`config.mk`:
```
export PLATFORM = sky130hd
export DESIGN_NAME = uart_tx_arbiter
export DESIGN_NICKNAME = d
export VERILOG_FILES = /design/src/rtl/uart_tx_arbiter.sv
export SDC_FILE = /design/constraint.sdc
export NUM_CORES = 1
export LEC_CHECK = 0
export ABC_AREA = 1
export BUFFER_PORTS_ARGS = -buffer_cell sky130_fd_sc_hd__buf_2
export CAP_MARGIN = 10
export CELL_PAD_IN_SITES_DETAIL_PLACEMENT = 1
export CELL_PAD_IN_SITES_GLOBAL_PLACEMENT = 1
export CORE_ASPECT_RATIO = 1.4
export CORE_MARGIN = 2
export CORE_UTILIZATION = 38
export DETAILED_ROUTE_END_ITERATION = 12
export GPL_TIMING_DRIVEN = 0
export PLACE_DENSITY = 0.89
export SYNTH_ARGS = -nofsm -noshare
export SYNTH_HDL_FRONTEND = slang
export SYNTH_SLANG_ARGS = --single-unit
```
`constraint.sdc`:
```
create_clock -name clk_i -period 2.4 [get_ports clk_i]
set_clock_uncertainty 0.05 [all_clocks]
set_input_delay 0.24 -clock clk_i [delete_from_list [all_inputs] [get_ports clk_i]]
set_output_delay 0.24 -clock clk_i [all_outputs]
set_load 0.02 [all_outputs]
```
`src/rtl/uart_tx_arbiter.sv`:
```
// Round-robin arbiter sharing one UART transmitter among NREQ byte streams.
// A grant lasts one packet, cut short after MAXLEN bytes or GAPLIM idle cycles.
`timescale 1ns/1ps
module uart_tx_arbiter #(
    parameter int NREQ   = 4,
    parameter int MAXLEN = 64,
    parameter int GAPLIM = 1024
) (
    input  logic              clk_i,
    input  logic              rst_i,
    input  logic [NREQ-1:0]   req_valid_i,
    input  logic [8*NREQ-1:0] req_data_i,
    input  logic [NREQ-1:0]   req_last_i,
    output logic [NREQ-1:0]   req_ready_o,
    output logic [NREQ-1:0]   grant_o,
    output logic [7:0]        tx_data_o,
    output logic              tx_start_o,
    input  logic              tx_busy_i,
    input  logic              tx_done_i,
    output logic              busy_o
);
    localparam int              IW        = (NREQ > 1) ? $clog2(NREQ) : 1;
    localparam logic [7:0]      MAXLEN_C  = 8'(MAXLEN);
    localparam logic [15:0]     GAP_LAST  = 16'(GAPLIM - 1);
    localparam logic [IW-1:0]   PTR_RESET = IW'(NREQ - 1);
    localparam logic [NREQ-1:0] ONE_HOT0  = {{(NREQ-1){1'b0}}, 1'b1};

    typedef enum logic [1:0] {IDLE, SEND, WAIT} state_e;

    state_e          state_q, state_d;
    logic [NREQ-1:0] grant_q, grant_d;
    logic [IW-1:0]   gidx_q, gidx_d;
    logic [IW-1:0]   last_ptr_q, last_ptr_d;
    logic [7:0]      byte_cnt_q, byte_cnt_d;
    logic [15:0]     gap_cnt_q, gap_cnt_d;
    logic            last_q, last_d;
    logic [7:0]      tx_data_q, tx_data_d;
    logic            tx_start_q, tx_start_d;

    logic            drop_grant;
    logic            xfer;
    logic [IW-1:0]   pick_idx;
    logic [7:0]      data_sel;

    // First requester strictly after ptr, wrapping; only meaningful when some valid bit is set.
    function automatic logic [IW-1:0] rr_pick(input logic [NREQ-1:0] valid,
                                              input logic [IW-1:0]   ptr);
        logic [IW-1:0] pick;
        logic [IW-1:0] idx;
        logic          found;
        pick  = ptr;
        found = 1'b0;
        for (int k = 1; k <= NREQ; k++) begin
            idx = IW'((int'(ptr) + k) % NREQ);
            if (!found && valid[idx]) begin
                pick  = idx;
                found = 1'b1;
            end
        end
        return pick;
    endfunction

    assign pick_idx = rr_pick(req_valid_i, last_ptr_q);
    assign data_sel = req_data_i[{gidx_q, 3'b000} +: 8];
    assign xfer     = (state_q == SEND) && req_valid_i[gidx_q] && !tx_busy_i;

    assign req_ready_o = (state_q == SEND && !tx_busy_i) ? (grant_q & req_valid_i) : '0;
    assign grant_o     = grant_q;
    assign tx_data_o   = tx_data_q;
    assign tx_start_o  = tx_start_q;
    assign busy_o      = (state_q != IDLE);

    always_comb begin
        // NOTE: every _d starts as its _q so no branch leaves a signal unassigned and infers a latch.
        state_d    = state_q;
        grant_d    = grant_q;
        gidx_d     = gidx_q;
        last_ptr_d = last_ptr_q;
        byte_cnt_d = byte_cnt_q;
        gap_cnt_d  = gap_cnt_q;
        last_d     = last_q;
        tx_data_d  = tx_data_q;
        tx_start_d = 1'b0;
        drop_grant = 1'b0;

        case (state_q)
            IDLE: begin
                if (|req_valid_i) begin
                    gidx_d    = pick_idx;
                    grant_d   = ONE_HOT0 << pick_idx;
                    gap_cnt_d = '0;
                    state_d   = SEND;
                end
            end
            SEND: begin
                if (xfer) begin
                    tx_data_d  = data_sel;
                    tx_start_d = 1'b1;
                    last_d     = req_last_i[gidx_q];
                    byte_cnt_d = (byte_cnt_q == 8'hFF) ? byte_cnt_q : byte_cnt_q + 8'd1;
                    gap_cnt_d  = '0;
                    state_d    = WAIT;
                end else if (!tx_busy_i) begin
                    // Owner has nothing to offer; a busy transmitter is not counted as a gap.
                    if (gap_cnt_q >= GAP_LAST) begin
                        drop_grant = 1'b1;
                    end else begin
                        gap_cnt_d = gap_cnt_q + 16'd1;
                    end
                end
            end
            WAIT: begin
                if (tx_done_i) begin
                    if (!last_q && byte_cnt_q < MAXLEN_C) begin
                        gap_cnt_d = '0;
                        state_d   = SEND;
                    end else begin
                        drop_grant = 1'b1;
                    end
                end
            end
            default: state_d = IDLE;
        endcase

        // Release always passes through IDLE, so re-arbitration costs at least one cycle.
        if (drop_grant) begin
            grant_d    = '0;
            last_ptr_d = gidx_q;
            byte_cnt_d = '0;
            gap_cnt_d  = '0;
            last_d     = 1'b0;
            state_d    = IDLE;
        end
    end

    always_ff @(posedge clk_i or posedge rst_i) begin
        if (rst_i) begin
            state_q    <= IDLE;
            grant_q    <= '0;
            gidx_q     <= '0;
            last_ptr_q <= PTR_RESET;
            byte_cnt_q <= '0;
            gap_cnt_q  <= '0;
            last_q     <= 1'b0;
            tx_data_q  <= '0;
            tx_start_q <= 1'b0;
        end else begin
            state_q    <= state_d;
            grant_q    <= grant_d;
            gidx_q     <= gidx_d;
            last_ptr_q <= last_ptr_d;
            byte_cnt_q <= byte_cnt_d;
            gap_cnt_q  <= gap_cnt_d;
            last_q     <= last_d;
            tx_data_q  <= tx_data_d;
            tx_start_q <= tx_start_d;
        end
    end

endmodule

```
==> results.py, run 1 <==
metrics = {
    "finish": {
        "layout_commonest_cell": "nand2_1",
        "multi_input_area_mm2": 0.00147,
        "layout_common_cells": "nand2_1, buf_2, nor2_1",
        "regArea_mm2": 0.00110,
        "fillers": 965,
        "drive_above_1_share_pct": 20.4,
        "fin_nets": 514,
        "syn2layout_area_growth_pct": 19.9,
        "insertedDiodeCount": 0,
        "fin_area_mm2": 0.00333,
    },
    "synthesis": {
        "yosys.area_share.xor_xnor_pct": 2.21,
        "yosysWarnings": 0,
        "synth_top_family_by_area": "simple AND/OR/NAND/NOR gates",
        "synthCells": 394,
        "seq_area_frac_synth_pct": 39.7,
        "yosysTopAreaCell": "dfrtp_1",
        "synthSimpleGateAreaFrac_pct": 35.8,
        "ys_top_cells_by_area": "dfrtp_1, nand2_1, nor2_1",
        "synth_edf_count": 0,
        "yosysTopAreaCellShare_pct": 37.8,
        "synth_area_mm2": 0.00278,
        "async_reset_ff_share_pct": 100,
        "synth.avg_cell_area_um2": 7.05,
        "synth_nets": 444,
        "ys_seq_elements": 44,
        "yosys-mux-area-fraction_pct": 0,
        "synth_compound_area_share_pct": 11.8,
        "synthFlopType": "dfrtp_1",
        "synth_fa_ha_area_share_pct": 2.70,
        "synth_cell_type_count": 35,
    },
    "power": {
        "p_sw_uw": 1790,
        "clockPowerShare_pct": 13.3,
        "total_leakage_power_uw": 0.00178,
        "p_int_uw": 1880,
        "combPwrFrac_pct": 56.0,
        "vdd_drop_max_mv": 0.532,
        "power_density_mw_per_mm2": 1100,
        "pwr-share-seq_pct": 30.7,
        "switching_share_pct": 48.8,
    },
    "setup_path": {
        "cp_cell_sequence": "ha_1, nand3_2, nor2_4, nand2_1, nand2_1, nand3_2, a21boi_2, buf_4, nor2_1, nand4_1, nand2_1",
        "end_kind": "flip-flop",
        "slowest_delay_ns": 0.46,
        "crit_path_start_kind": "flip-flop",
        "worstPathRequired_ns": 2.54,
        "cp_slowest_cell": "dfrtp_1",
        "crit_path_max_fanout": 10,
        "crit_path_frequent_cell": "nand2_1",
        "r2r_start": "gap_cnt_q[0]",
        "crit_type": "reg2reg",
        "startpoint": "gap_cnt_q[0]",
        "critical_path_arrival_ns": 2.39,
    },
    "job": {
        "cap_violations": 0,
    },
    "die": {
        "chipHeight_um": 105,
        "rows": 36,
        "core_area_mm2": 0.00703,
        "start_util_pct": 39.5,
        "dieArea_mm2": 0.00802,
        "ios": 62,
        "die_w_um": 76.3,
    },
    "timing": {
        "finalSetupViolCount": 0,
        "relSlewSlack_pct": 63.5,
        "period_needed_ns": 2.25,
        "setup_tns_ns": 0,
        "rsz0062_at_grt": "false",
        "period_share_pct": 93.9,
        "fmax_ghz": 0.444,
        "hold_viol_final": 0,
        "slew_viol_final": 0,
        "worst_slew_pin_slew_ns": 0.547,
    },
    "clock_network": {
        "cts_tree": "done",
        "cts_inserted_buffers": 5,
        "cts.htree.levels": 2,
        "clock_latency_ns": 0.30,
        "cts-root-buf": "clkbuf_8",
        "cts.clk_slew.worst_paths_ns": 0.09,
        "clock_sinks": 44,
        "clock_path_buffers": 2,
    },
    "grt": {
        "track_usage_pct": 21.7,
        "grt_max_degree": 43,
        "grt.overflow.total": 0,
        "grt_pass1_wl_um": 14300,
        "grt_pass1_vias": 3137,
        "antenna_found_initial": 0,
    },
    "placed_design": {
        "dp_hpwl_um": 6420,
        "portBuffers": 61,
        "gp_congestion": 0.847,
        "place_area_mm2": 0.00322,
    },
    "detailed_routing": {
        "wl_per_cell_um": 14.9,
        "wirelength_um": 8320,
        "drtIter0Drc": 93,
        "vias": 2954,
        "via_per_inst": 5.28,
        "first_pass_iters": 4,
        "drtAntennaViolNets": 0,
        "drc_errors": 0,
    },
    "min_path": {
        "min-delay-start": "req_data_i[1]",
        "min_path_type": "in2reg",
    },
    "run_status": {
        "status": "finished clean",
    },
}
## final cells by class
type	count	share of cell area, %
clock buffer	6	2.48
multi-input combinational	301	44.0
inverter	31	3.49
timing repair buffer	63	10.1
sequential	44	33.1
clock inverter	2	0.301
tap	95	3.57
buffer	18	2.97
## flip-flops by register name, indices dropped and copies added (netlist names)
name and cells:
last_q 1, gap_cnt_q 16, last_ptr_q 2, tx_start_o 1, byte_cnt_q 8, state_q 2
gidx_q 2, grant_o 4, tx_data_o 8
## per-stage QoR
stage	instances	total power (uW)	util, %	hold slack [ns]	setup WS, ns
global placement	550	3080	45.6	0.392	0.231
finish	560	3670	47.4	0.277	0.147
floorplan	394	2580	-	0.379	0.545
global route	560	4010	47.4	0.320	0.00257
detailed placement	551	3190	45.9	0.0601	0.182
CTS	560	3690	47.3	0.281	0.162
## cell families (layout without fill, tap and decap cells)
kind of cell | Yosys count | count (layout)
DFF | 44 | 44
buffers and inverters | 49 | 120
and+or+nand+nor | 230 | 230
AOI/OAI and AO/OA | 58 | 58
adders and majority gates | 6 | 6
xor gates and xnor gates | 7 | 7
## critical path, delay by kind of cell (launching register included)
kind            cells  cell delay, ns
flops               1            0.46
simple gates        8            0.78
buf+inv             1            0.27
compound gates      1            0.35
fa+ha+maj           1            0.24
## power groups by stage
| stage | registers, uW | logic, uW | clock network, uW |
|---|---|---|---|
| after CTS | 1130 | 2070 | 499 |
| after global routing | 1160 | 2320 | 527 |
| after detailed placement | 1140 | 2050 | 0 |
| after global placement | 1130 | 1950 | 0 |
| final | 1130 | 2050 | 487 |
| after floorplan | 1220 | 1350 | 0 |
## synth_stat cells (2+ instances only)
library cell,count
nand2_1,117
nor2_1,58
dfrtp_1,42
o21ai_0,33
inv_1,30
nand3_1,24
nand4_1,17
a21oi_1,9
clkbuf_1,8
o22ai_1,8
ha_1,6
buf_4,5
buf_2,4
nor3_1,4
xor2_1,4
xnor2_1,3
dfstp_2,2
nand3_2,2
or2_2,2
## what timing repair did
item,CTS,global route
endpoints found under the setup margin,0,2
hold buffers,1,0
hold endpoints to repair,42,0
buffers inserted,0,0
resized for setup,0,1
## routing by layer
metal  GRT usage [%]  share of wire, %
met2            39.1                52
met1            25.6                41
met3            3.02               2.7
met5               0                 0
met4            8.83               3.6
## final timing paths
| kind | slack, ns | depth (start not counted) | endpoint |
|---|---|---|---|
| max in group asynchronous | 1.54 | 4 | last_ptr_q[1] |
| max | 0.15 | 11 | gap_cnt_q[6] |
| min in group asynchronous | 0.31 | 3 | tx_data_o[6] |
| min reg2reg | 0.42 | 2 | gap_cnt_q[10] |
| min | 0.28 | 5 | tx_data_o[1] |
| max reg2reg | 0.15 | 11 | gap_cnt_q[6] |
Power figures use the tool's default switching activity.
==> run 2, diff against run 1 <==
--- a/config.mk
+++ b/config.mk
@@ -16,6 +16,7 @@
 export DETAILED_ROUTE_END_ITERATION = 12
 export GPL_TIMING_DRIVEN = 0
 export PLACE_DENSITY = 0.89
+export RECOVER_POWER = 50
 export SYNTH_ARGS = -nofsm -noshare
 export SYNTH_HDL_FRONTEND = slang
 export SYNTH_SLANG_ARGS = --single-unit
==> run 2 against run 1 <==
Effect of this change:
- non-clock buffer count did not move
- critical path type unchanged
- die area did not move
- clock-buffer cell count did not move
- sequential power barely moved
- first-iteration DRC count fell by 1.1%
- combinational power barely moved
==> results.py, run 2 (synthesis gave the netlist of run 1 again) <==
metrics = {
    "clock_network": {
        "cts.htree.levels": 2,
        "cts.clk_slew.worst_paths_ns": 0.09,
        "cts_inserted_buffers": 5,
        "cts_tree": "done",
        "postCtsSetupRepairBufs": 0,
        "cts-root-buf": "clkbuf_8",
        "clock_path_buffers": 2,
        "clock_latency_ns": 0.30,
        "clock_sinks": 44,
    },
    "finish": {
        "syn2layout_area_growth_pct": 19.0,
        "fillers": 970,
        "drive_above_1_share_pct": 18.5,
        "insertedDiodeCount": 0,
        "largest_register_ffs": 16,
        "regMostFlops": "gap_cnt_q",
        "layout_common_cells": "nand2_1, nor2_1, buf_2",
        "layout_commonest_cell": "nand2_1",
        "fin_nets": 514,
    },
    "run_status": {
        "status": "finished clean",
    },
    "setup_path": {
        "crit_path_frequent_cell": "nand2_1",
        "slowest_delay_ns": 0.46,
        "critical_path_arrival_ns": 2.39,
        "crit_type": "reg2reg",
        "crit_path_max_fanout": 10,
        "cp_cell_sequence": "ha_1, nand3_2, nor2_4, nand2_1, nand2_1, nand3_2, a21boi_2, buf_4, nor2_1, nand4_1, nand2_1",
        "end_kind": "flip-flop",
        "crit_path_start_kind": "flip-flop",
        "crit_family": "simple AND/OR/NAND/NOR gates",
        "worstPathRequired_ns": 2.54,
        "crit_buf_inv": 1,
        "cp_slowest_cell": "dfrtp_1",
    },
    "detailed_routing": {
        "vias": 2955,
        "drtAntennaViolNets": 0,
        "wl_per_cell_um": 14.8,
        "drc_errors": 0,
        "drtIter0Drc": 92,
        "via_per_inst": 5.28,
        "first_pass_iters": 4,
        "wirelength_um": 8300,
    },
    "placed_design": {
        "portBuffers": 61,
        "dp_hpwl_um": 6420,
        "gp_congestion": 0.847,
    },
    "job": {
        "cap_violations": 0,
    },
    "grt": {
        "grt.overflow.total": 0,
        "use_met2_pct": 39.1,
        "grt_pass1_vias": 3137,
        "met3_usage_pct": 3.02,
        "globalRoute.busiestLayer": "met2",
        "grt_max_degree": 43,
        "met1_usage_pct": 25.6,
        "grt_pass1_wl_um": 14300,
        "antenna_found_initial": 0,
        "track_usage_pct": 21.7,
    },
    "timing": {
        "hold_ws_ns": 0.275,
        "period_needed_ns": 2.25,
        "rsz0062_at_grt": "false",
        "fmax_ghz": 0.445,
        "slew_viol_final": 0,
        "relSlewSlack_pct": 28.6,
        "period_share_pct": 93.7,
        "hold_viol_final": 0,
        "setup_tns_ns": 0,
        "worst_slew_pin_slew_ns": 1.07,
        "finalSetupViolCount": 0,
    },
    "min_path": {
        "min_path_type": "in2reg",
    },
    "die": {
        "core_area_mm2": 0.00703,
        "die_w_um": 76.3,
        "rows": 36,
        "chipHeight_um": 105,
        "ios": 62,
        "dieArea_mm2": 0.00802,
        "start_util_pct": 39.5,
    },
    "power": {
        "total_leakage_power_uw": 0.00175,
        "p_sw_uw": 1790,
        "vdd_drop_max_mv": 0.532,
        "clockPowerShare_pct": 13.4,
        "power_density_mw_per_mm2": 1100,
        "combPwrFrac_pct": 55.7,
        "p_int_uw": 1860,
        "switching_share_pct": 49.1,
        "pwr-share-seq_pct": 30.9,
    },
}
==> run 2: cell type report <==
class | instances | area (um^2) | share of cell area [%]
plain buffers | 18 | 98.8 | 2.99
clock buffers | 6 | 82.6 | 2.50
clock inverters | 2 | 10.0 | 0.303
inverters | 31 | 116 | 3.52
multi-input cells | 301 | 1470 | 44.3
flip-flops and latches | 44 | 1100 | 33.4
well taps | 95 | 119 | 3.60
repair buffers | 63 | 310 | 9.39
==> run 2: path summary, 6_finish.rpt <==
| check | slack [ns] | cells after the start | from | end |
|---|---|---|---|---|
| worst max-delay path | 0.15 | 11 | gap_cnt_q[0] | gap_cnt_q[6] |
| worst min-delay path | 0.28 | 5 | req_data_i[3] | tx_data_o[3] |
| worst max register to register | 0.15 | 11 | gap_cnt_q[0] | gap_cnt_q[6] |
| worst min register to register | 0.42 | 2 | gap_cnt_q[10] | gap_cnt_q[10] |
| max in group asynchronous | 0.78 | 4 | rst_i | byte_cnt_q[3] |
| min in group asynchronous | 0.30 | 3 | rst_i | tx_data_o[6] |
==> run 2: metal layers <==
layer	part of all wire [%]	wire length [um]	vias to the layer above
met1	42	3450	1454
met3	2.4	196	27
met4	3.6	301	0
met5	0	0	-
met2	52	4350	54
li1	-	-	1420
==> run 2: worst min-delay path, cell delays in order <==
cell	delay, ns
buf_2	0.08
nor2_1	0.03
o22ai_1	0.12
nand2_1	0.06
nand2_1	0.06
==> run 2: timing repair <==
item | 4_1_cts | 5_1_grt
setup endpoints to repair | 0 | 2
resized for setup | 0 | 1
hold buffers | 1 | 0
endpoints found under the hold margin | 42 | 0
==> run 2: power groups by stage <==
stage          clock network [uW]  logic, uW  registers, uW
6_report                      488       2030           1130
4_1_cts                       499       2070           1130
5_1_grt                       527       2300           1160
3_3_place_gp                    0       1950           1130
3_5_place_dp                    0       2050           1140
2_1_floorplan                   0       1350           1220
==> run 2: through the flow <==
| stage | cells | setup WS, ns | utilization (%) | total power [uW] | cell area, um^2 |
|---|---|---|---|---|---|
| 3_3_place_gp | 550 | 0.231 | 45.6 | 3080 | 3200 |
| 6_report | 560 | 0.150 | 47.0 | 3650 | 3310 |
| 4_1_cts | 560 | 0.162 | 47.3 | 3690 | 3330 |
| 5_1_grt | 560 | 0.00257 | 47.0 | 3990 | 3310 |
| 2_1_floorplan | 394 | 0.545 | - | 2580 | 2780 |
| 3_5_place_dp | 551 | 0.182 | 45.9 | 3190 | 3220 |
